File: config.mk
export PLATFORM = sky130hd
export DESIGN_NAME = prime_generator
export DESIGN_NICKNAME = d
export VERILOG_FILES = /design/src/rtl/prime_pkg.sv /design/src/rtl/trial_divider.sv /design/src/rtl/prime_generator.sv
export SDC_FILE = /design/constraint.sdc
export NUM_CORES = 1
export LEC_CHECK = 0
export CAP_MARGIN = 5
export CORE_MARGIN = 2
export CORE_UTILIZATION = 45
export DETAILED_ROUTE_END_ITERATION = 8
export HOLD_SLACK_MARGIN = 0.06
export RECOVER_POWER = 100
export SYNTH_ARGS = -nofsm -noshare
export SYNTH_HDL_FRONTEND = slang
export SYNTH_SLANG_ARGS = --single-unit
File: constraint.sdc
create_clock -name clk -period 7.1 [get_ports clk]
set_input_delay 1.42 -clock clk [delete_from_list [all_inputs] [get_ports clk]]
set_output_delay 1.42 -clock clk [all_outputs]
set_load 0.05 [all_outputs]
File: src/rtl/prime_pkg.sv
// Shared types and constants for the next-prime search engine.
package prime_pkg;

   typedef enum logic [2:0] {
      IDLE  = 3'd0,
      CHECK = 3'd1,
      DIV   = 3'd2,
      NEXT  = 3'd3,
      DONE  = 3'd4
   } state_t;

   localparam int WIDTH_DEFAULT = 11;
   localparam int FIRST_DIVISOR = 3;

endpackage

File: src/rtl/trial_divider.sv
// Restoring divider producing only the remainder; one quotient bit per cycle,
// the first bit is resolved on the go edge so the result lands in WIDTH cycles.
module trial_divider #(
   parameter int WIDTH = 11
) (
   input  logic             clk,
   input  logic             reset,
   input  logic             go,
   input  logic [WIDTH-1:0] dividend,
   input  logic [WIDTH-1:0] divisor,
   output logic             done,
   output logic [WIDTH-1:0] remainder
);

   localparam int CW = $clog2(WIDTH + 1);

   logic [WIDTH-1:0] rem_q;
   logic [WIDTH-1:0] shift_q;
   logic [WIDTH-1:0] dvs_q;
   logic [CW-1:0]    cnt_q;
   logic             done_q;

   function automatic logic [WIDTH-1:0] step(input logic [WIDTH-1:0] r,
                                             input logic             b,
                                             input logic [WIDTH-1:0] d);
      logic [WIDTH:0] t;
      t = {r, b};
      if (t >= {1'b0, d}) t = t - {1'b0, d};
      return t[WIDTH-1:0];
   endfunction

   always_ff @(posedge clk or posedge reset) begin
      if (reset) begin
         rem_q   <= '0;
         shift_q <= '0;
         dvs_q   <= '0;
         cnt_q   <= '0;
         done_q  <= 1'b0;
      end else begin
         done_q <= 1'b0;
         if (go) begin
            rem_q   <= step('0, dividend[WIDTH-1], divisor);
            shift_q <= dividend << 1;
            dvs_q   <= divisor;
            cnt_q   <= CW'(WIDTH - 1);
            done_q  <= (WIDTH == 1);
         end else if (cnt_q != '0) begin
            rem_q   <= step(rem_q, shift_q[WIDTH-1], dvs_q);
            shift_q <= shift_q << 1;
            cnt_q   <= cnt_q - CW'(1);
            done_q  <= (cnt_q == CW'(1));
         end
      end
   end

   assign done      = done_q;
   assign remainder = rem_q;

endmodule

File: src/rtl/prime_generator.sv
// Next-prime search: smallest prime >= seed by odd trial division up to sqrt.
//   state | meaning
//   IDLE  | waiting for start
//   CHECK | divisor^2 > candidate ? accept : launch trial division
//   DIV   | divider running for WIDTH cycles
//   NEXT  | candidate composite, step to next odd value
//   DONE  | result presented, waiting for ready
module prime_generator
   import prime_pkg::*;
#(
   parameter int WIDTH = WIDTH_DEFAULT
) (
   input  logic             clk,
   input  logic             reset,
   input  logic             start,
   input  logic [WIDTH-1:0] seed,
   output logic             busy,
   output logic [WIDTH-1:0] prime,
   output logic             valid,
   input  logic             ready,
   output logic             overflow
);

   state_t           state, state_next;
   logic [WIDTH-1:0] candidate, candidate_next;
   logic [WIDTH-1:0] divisor, divisor_next;
   logic [WIDTH-1:0] prime_q, prime_next;
   logic             overflow_q, overflow_next;
   logic             go;
   logic             div_done;
   logic [WIDTH-1:0] remainder;
   logic [2*WIDTH-1:0] div_sq;
   logic [WIDTH:0]     cand_plus2;

   assign div_sq     = {{WIDTH{1'b0}}, divisor} * {{WIDTH{1'b0}}, divisor};
   assign cand_plus2 = {1'b0, candidate} + (WIDTH+1)'(2);
   assign go         = (state == CHECK) && (div_sq <= {{WIDTH{1'b0}}, candidate});

   trial_divider #(.WIDTH(WIDTH)) u_div (
      .clk       (clk),
      .reset     (reset),
      .go        (go),
      .dividend  (candidate),
      .divisor   (divisor),
      .done      (div_done),
      .remainder (remainder)
   );

   always_ff @(posedge clk or posedge reset) begin
      if (reset) begin
         state      <= IDLE;
         candidate  <= '0;
         divisor    <= '0;
         prime_q    <= '0;
         overflow_q <= 1'b0;
      end else begin
         state      <= state_next;
         candidate  <= candidate_next;
         divisor    <= divisor_next;
         prime_q    <= prime_next;
         overflow_q <= overflow_next;
      end
   end

   always_comb begin
      state_next     = state;
      candidate_next = candidate;
      divisor_next   = divisor;
      prime_next     = prime_q;
      overflow_next  = overflow_q;
      case (state)
         IDLE: begin
            if (start) begin
               overflow_next = 1'b0;
               if (seed <= WIDTH'(2)) begin
                  prime_next = WIDTH'(2);
                  state_next = DONE;
               end else begin
                  // even seeds start one above; odd seeds start on themselves
                  candidate_next = seed[0] ? seed : seed + WIDTH'(1);
                  divisor_next   = WIDTH'(FIRST_DIVISOR);
                  state_next     = CHECK;
               end
            end
         end
         CHECK: begin
            if (go) begin
               state_next = DIV;
            end else begin
               prime_next = candidate;
               state_next = DONE;
            end
         end
         DIV: begin
            if (div_done) begin
               if (remainder == '0) begin
                  state_next = NEXT;
               end else begin
                  divisor_next = divisor + WIDTH'(2);
                  state_next   = CHECK;
               end
            end
         end
         NEXT: begin
            if (cand_plus2[WIDTH]) begin
               prime_next    = '0;
               overflow_next = 1'b1;
               state_next    = DONE;
            end else begin
               candidate_next = cand_plus2[WIDTH-1:0];
               divisor_next   = WIDTH'(FIRST_DIVISOR);
               state_next     = CHECK;
            end
         end
         DONE: begin
            if (ready) begin
               overflow_next = 1'b0;
               state_next    = IDLE;
            end
         end
         default: state_next = IDLE;
      endcase
   end

   assign busy     = (state != IDLE);
   assign valid    = (state == DONE);
   assign prime    = prime_q;
   assign overflow = overflow_q;

endmodule
==> flow_metrics.py <==
metrics = {
    "layout": {
        "final_layout_size_suffix_gt1_share_pct": 6.34,
        "final.fill_count": 1676,
        "diodes": 0,
        "final_area_um2": 8970,
        "multi_input_area_um2": 5480,
        "ff_latch_area_um2": 1850,
        "fin_util_pct": 51.5,
        "layout.nets": 1104,
        "syn_to_final_growth_pct": 11.4,
    },
    "logic_synthesis": {
        "synth-edff-count": 0,
        "async_flop_share_pct": 100,
        "synth_top_area_share_pct": 23.0,
        "synth.top_cells.by_area": "dfrtp_1 (23%), fa_1 (16%), ha_1 (13%)",
        "yosysWarnings": 0,
        "synthFlopType": "dfrtp_1",
        "syn_nets": 1071,
        "ys_ff_latch": 74,
        "ys_types": 65,
        "syn-cell-area_um2": 8060,
        "synth_top_area_cell": "dfrtp_1",
        "yosysSeqAreaShare_pct": 23.0,
        "syn_inst": 909,
        "syn_avg_cell_area_um2": 8.86,
    },
    "grt": {
        "grt_util_met2_pct": 33.0,
        "grt_pass1_vias": 6062,
        "grt_pass1_wl_um": 31400,
        "grt_usage_pct": 21.2,
        "grt.busiest_layer": "met2",
        "met1_usage_pct": 31.7,
        "grt_max_degree": 75,
        "antenna_found_initial": 0,
        "overflow": 0,
        "grtUsageMet3_pct": 3.27,
    },
    "timing": {
        "period_minus_slack_ns": 6.75,
        "tightest_slew_ns": 4.05,
        "timing.slew.headroom_pct": -170,
        "drv_slew": 75,
        "totalNegativeSetupSlack_ns": 0,
        "hold_viol_final": 0,
        "rsz0062_at_grt": "no",
        "fin_skew_ns": 0.00825,
        "setup_viol": 0,
        "min_period_over_period_pct": 95.0,
        "max_freq_mhz": 148,
    },
    "worst_setup_path": {
        "endpoint_kind": "flop",
        "cp_top_family": "adder cells",
        "worstSetupPathType": "reg -> reg",
        "critical_path_arrival_ns": 6.99,
        "cp.required_ns": 7.35,
        "crit_fanout": 14,
        "crit_path_max_incr_delay_ns": 0.63,
        "setup.worst_path.start_class": "flop",
        "cpMostUsedCell": "fa_1",
        "critPathSlowestCell": "or4b_4",
        "crit_buf_inv": 5,
    },
    "clock_network": {
        "cts-buffers-inserted": 9,
        "holdBufCountCts": 0,
        "htree_levels": 3,
        "numClockSinks": 74,
        "cts_root_buf": "clkbuf_16",
        "insertion_delay_ns": 0.33,
        "cts_tree": "yes",
        "cts.clk_slew.worst_paths_ns": 0.06,
        "clock_path_buffers": 2,
    },
    "die": {
        "die-area_um2": 19000,
        "design.core.area_um2": 17400,
        "num_rows": 48,
        "die_h_um": 138,
        "fp.dieW_um": 138,
        "start_util_pct": 46.3,
        "num_io_pins": 29,
    },
    "job": {
        "maxCapViolCount": 1,
    },
    "pwr": {
        "power_frac_clock_pct": 17.2,
        "p_switching_mw": 1.24,
        "switching_share_pct": 44.6,
        "total_power_mw": 2.79,
        "cellInternalPower_mw": 1.55,
        "p_leak_nw": 4.58,
        "cellPowerDensity_nw_per_um2": 311,
        "p_seq_share_pct": 26.0,
        "peakVddDrop_mv": 0.262,
        "pwr-share-comb_pct": 56.7,
    },
    "hold_path": {
        "hold_path_class": "reg -> reg",
    },
    "place": {
        "io_buffers": 28,
        "hpwl_um": 14900,
        "dpl-instance-area_um2": 8630,
        "gp_congestion": 0.884,
    },
    "route": {
        "vias_per_cell": 5.27,
        "drtIter0Drc": 373,
        "wl_per_cell_um": 15.9,
        "drt-pass1-iter-count": 5,
        "drcViolationCount": 0,
        "vias": 6174,
        "drt-total-wl_um": 18600,
        "ant_nets": 0,
    },
    "outcome": {
        "violations": "max-capacitance violations, max-slew violations",
        "outcome": "finished, violations left",
    },
}
## through the flow
step	std cells	setup WS (ns)	hold WS (ns)
floorplan	909	0.466	0.458
global placement	1151	0.190	0.471
detailed placement	1151	0.0824	0.480
CTS	1167	0.0585	0.494
global route	1172	0.0144	0.514
finish	1172	0.354	0.489
## cell families after synthesis
| group | after synthesis | synth area share, % |
|---|---|---|
| fa+ha+maj | 147 | 28.9 |
| mux | 61 | 7.74 |
| flops | 74 | 23.0 |
| compound gates | 145 | 11.6 |
| xor+xnor | 34 | 3.70 |
| simple gates | 262 | 15.9 |
| buf+inv | 186 | 9.15 |
## layout by cell type, fill, tap and decap left out, types with 6 or more instances in the layout
master           netlist  layout
ha_1                  82      82
a211oi_1               8       8
clkdlybuf4s50_1        0      11
and3_1                 6       6
clkbuf_16              0       9
nand2_1               86      86
inv_1                148     147
mux2i_1               51      51
nor2b_1               13      13
fa_1                  65      65
nand4_1                9       9
nand3_1               23      23
a21o_1                15      15
xor2_1                11      11
xnor2_1               23      23
dfrtp_1               74      73
nor4_1                 7       7
nor2_1                52      52
a31oi_1                6       6
mux2_1                 6       6
dlygate4sd3_1          0      17
nor3_1                20      20
and2_1                20      20
a21oi_1               37      36
o21ai_0               40      39
buf_4                  0      18
## synthesized netlist by cell type (2+ instances only)
master	instances
buf_6	5
mux2_2	4
and3_1	6
or2_2	4
nand4_1	9
o21bai_1	2
and4_1	2
nand2_1	86
nor3b_1	2
ha_1	82
and2_1	20
nor2b_1	13
a31oi_1	6
a221oi_1	2
nand2b_1	5
clkbuf_1	26
a21oi_2	2
mux2i_1	51
clkinv_1	4
xor2_1	11
inv_1	148
a211oi_1	8
a22oi_1	5
dfrtp_1	74
a21o_1	15
o21a_1	3
nor2_1	52
nor3_1	20
a21oi_1	37
or3_1	3
nor4b_1	2
nand3_1	23
o22ai_1	5
o21ai_1	2
o211ai_1	3
mux2_1	6
o21ai_0	40
nor4_1	7
xnor2_1	23
a21boi_0	2
fa_1	65
## flip-flops by register name, indices dropped and copies added, names as in the netlist
register	flops
candidate	11
u_div.cnt_q	4
u_div.dvs_q	11
prime	11
u_div.done	1
state	3
divisor	11
u_div.shift_q	10
u_div.remainder	11
overflow	1
## power by group through the flow
stage	Combinational [mW]	Sequential (mW)	Clock [mW]
floorplan	1.15	0.763	0
global placement	1.56	0.734	0
detailed placement	1.58	0.733	0
CTS	1.59	0.727	0.491
global route	1.77	0.751	0.514
finish	1.58	0.726	0.481
## path summary, 6_finish.rpt
path | startpoint | cells after the start | slack [ns] | to
max in group asynchronous | reset | 3 | 1.38 | divisor[4]$_DFFE_PP0P_
worst max register to register | divisor[2]$_DFFE_PP0P_ | 25 | 0.35 | u_div.shift_q[10]$_DFFE_PP0P_
worst min register to register | u_div.dvs_q[3]$_DFFE_PP0P_ | 1 | 0.49 | u_div.dvs_q[3]$_DFFE_PP0P_
worst max-delay path | divisor[2]$_DFFE_PP0P_ | 25 | 0.35 | u_div.shift_q[10]$_DFFE_PP0P_
worst min-delay path | u_div.dvs_q[3]$_DFFE_PP0P_ | 1 | 0.49 | u_div.dvs_q[3]$_DFFE_PP0P_
min in group asynchronous | reset | 3 | 3.15 | u_div.remainder[10]$_DFFE_PP0P_
## metal layers
layer / part of all wire [%] / routed length [um] / up-vias
met5: 0 / 0 / -
met4: 0.85 / 159 / 0
met3: 3.0 / 563 / 13
met2: 46 / 8480 / 83
met1: 51 / 9430 / 2977
li1: - / - / 3101
## what timing repair did
| item | in CTS | in global routing |
|---|---|---|
| setup buffers | 0 | 4 |
| setup endpoints to repair | 0 | 48 |
| gates resized for setup | 0 | 5 |
## layout make-up
cell class | instances | share of cell area (%)
clock buffers | 11 | 2.59
clock inverters | 5 | 0.878
inverters | 153 | 6.41
multi-input cells | 650 | 61.0
flip-flops and latches | 74 | 20.6
well taps | 225 | 3.14
repair buffers | 54 | 5.28
Note: power is estimated with default switching activity, not from simulation.
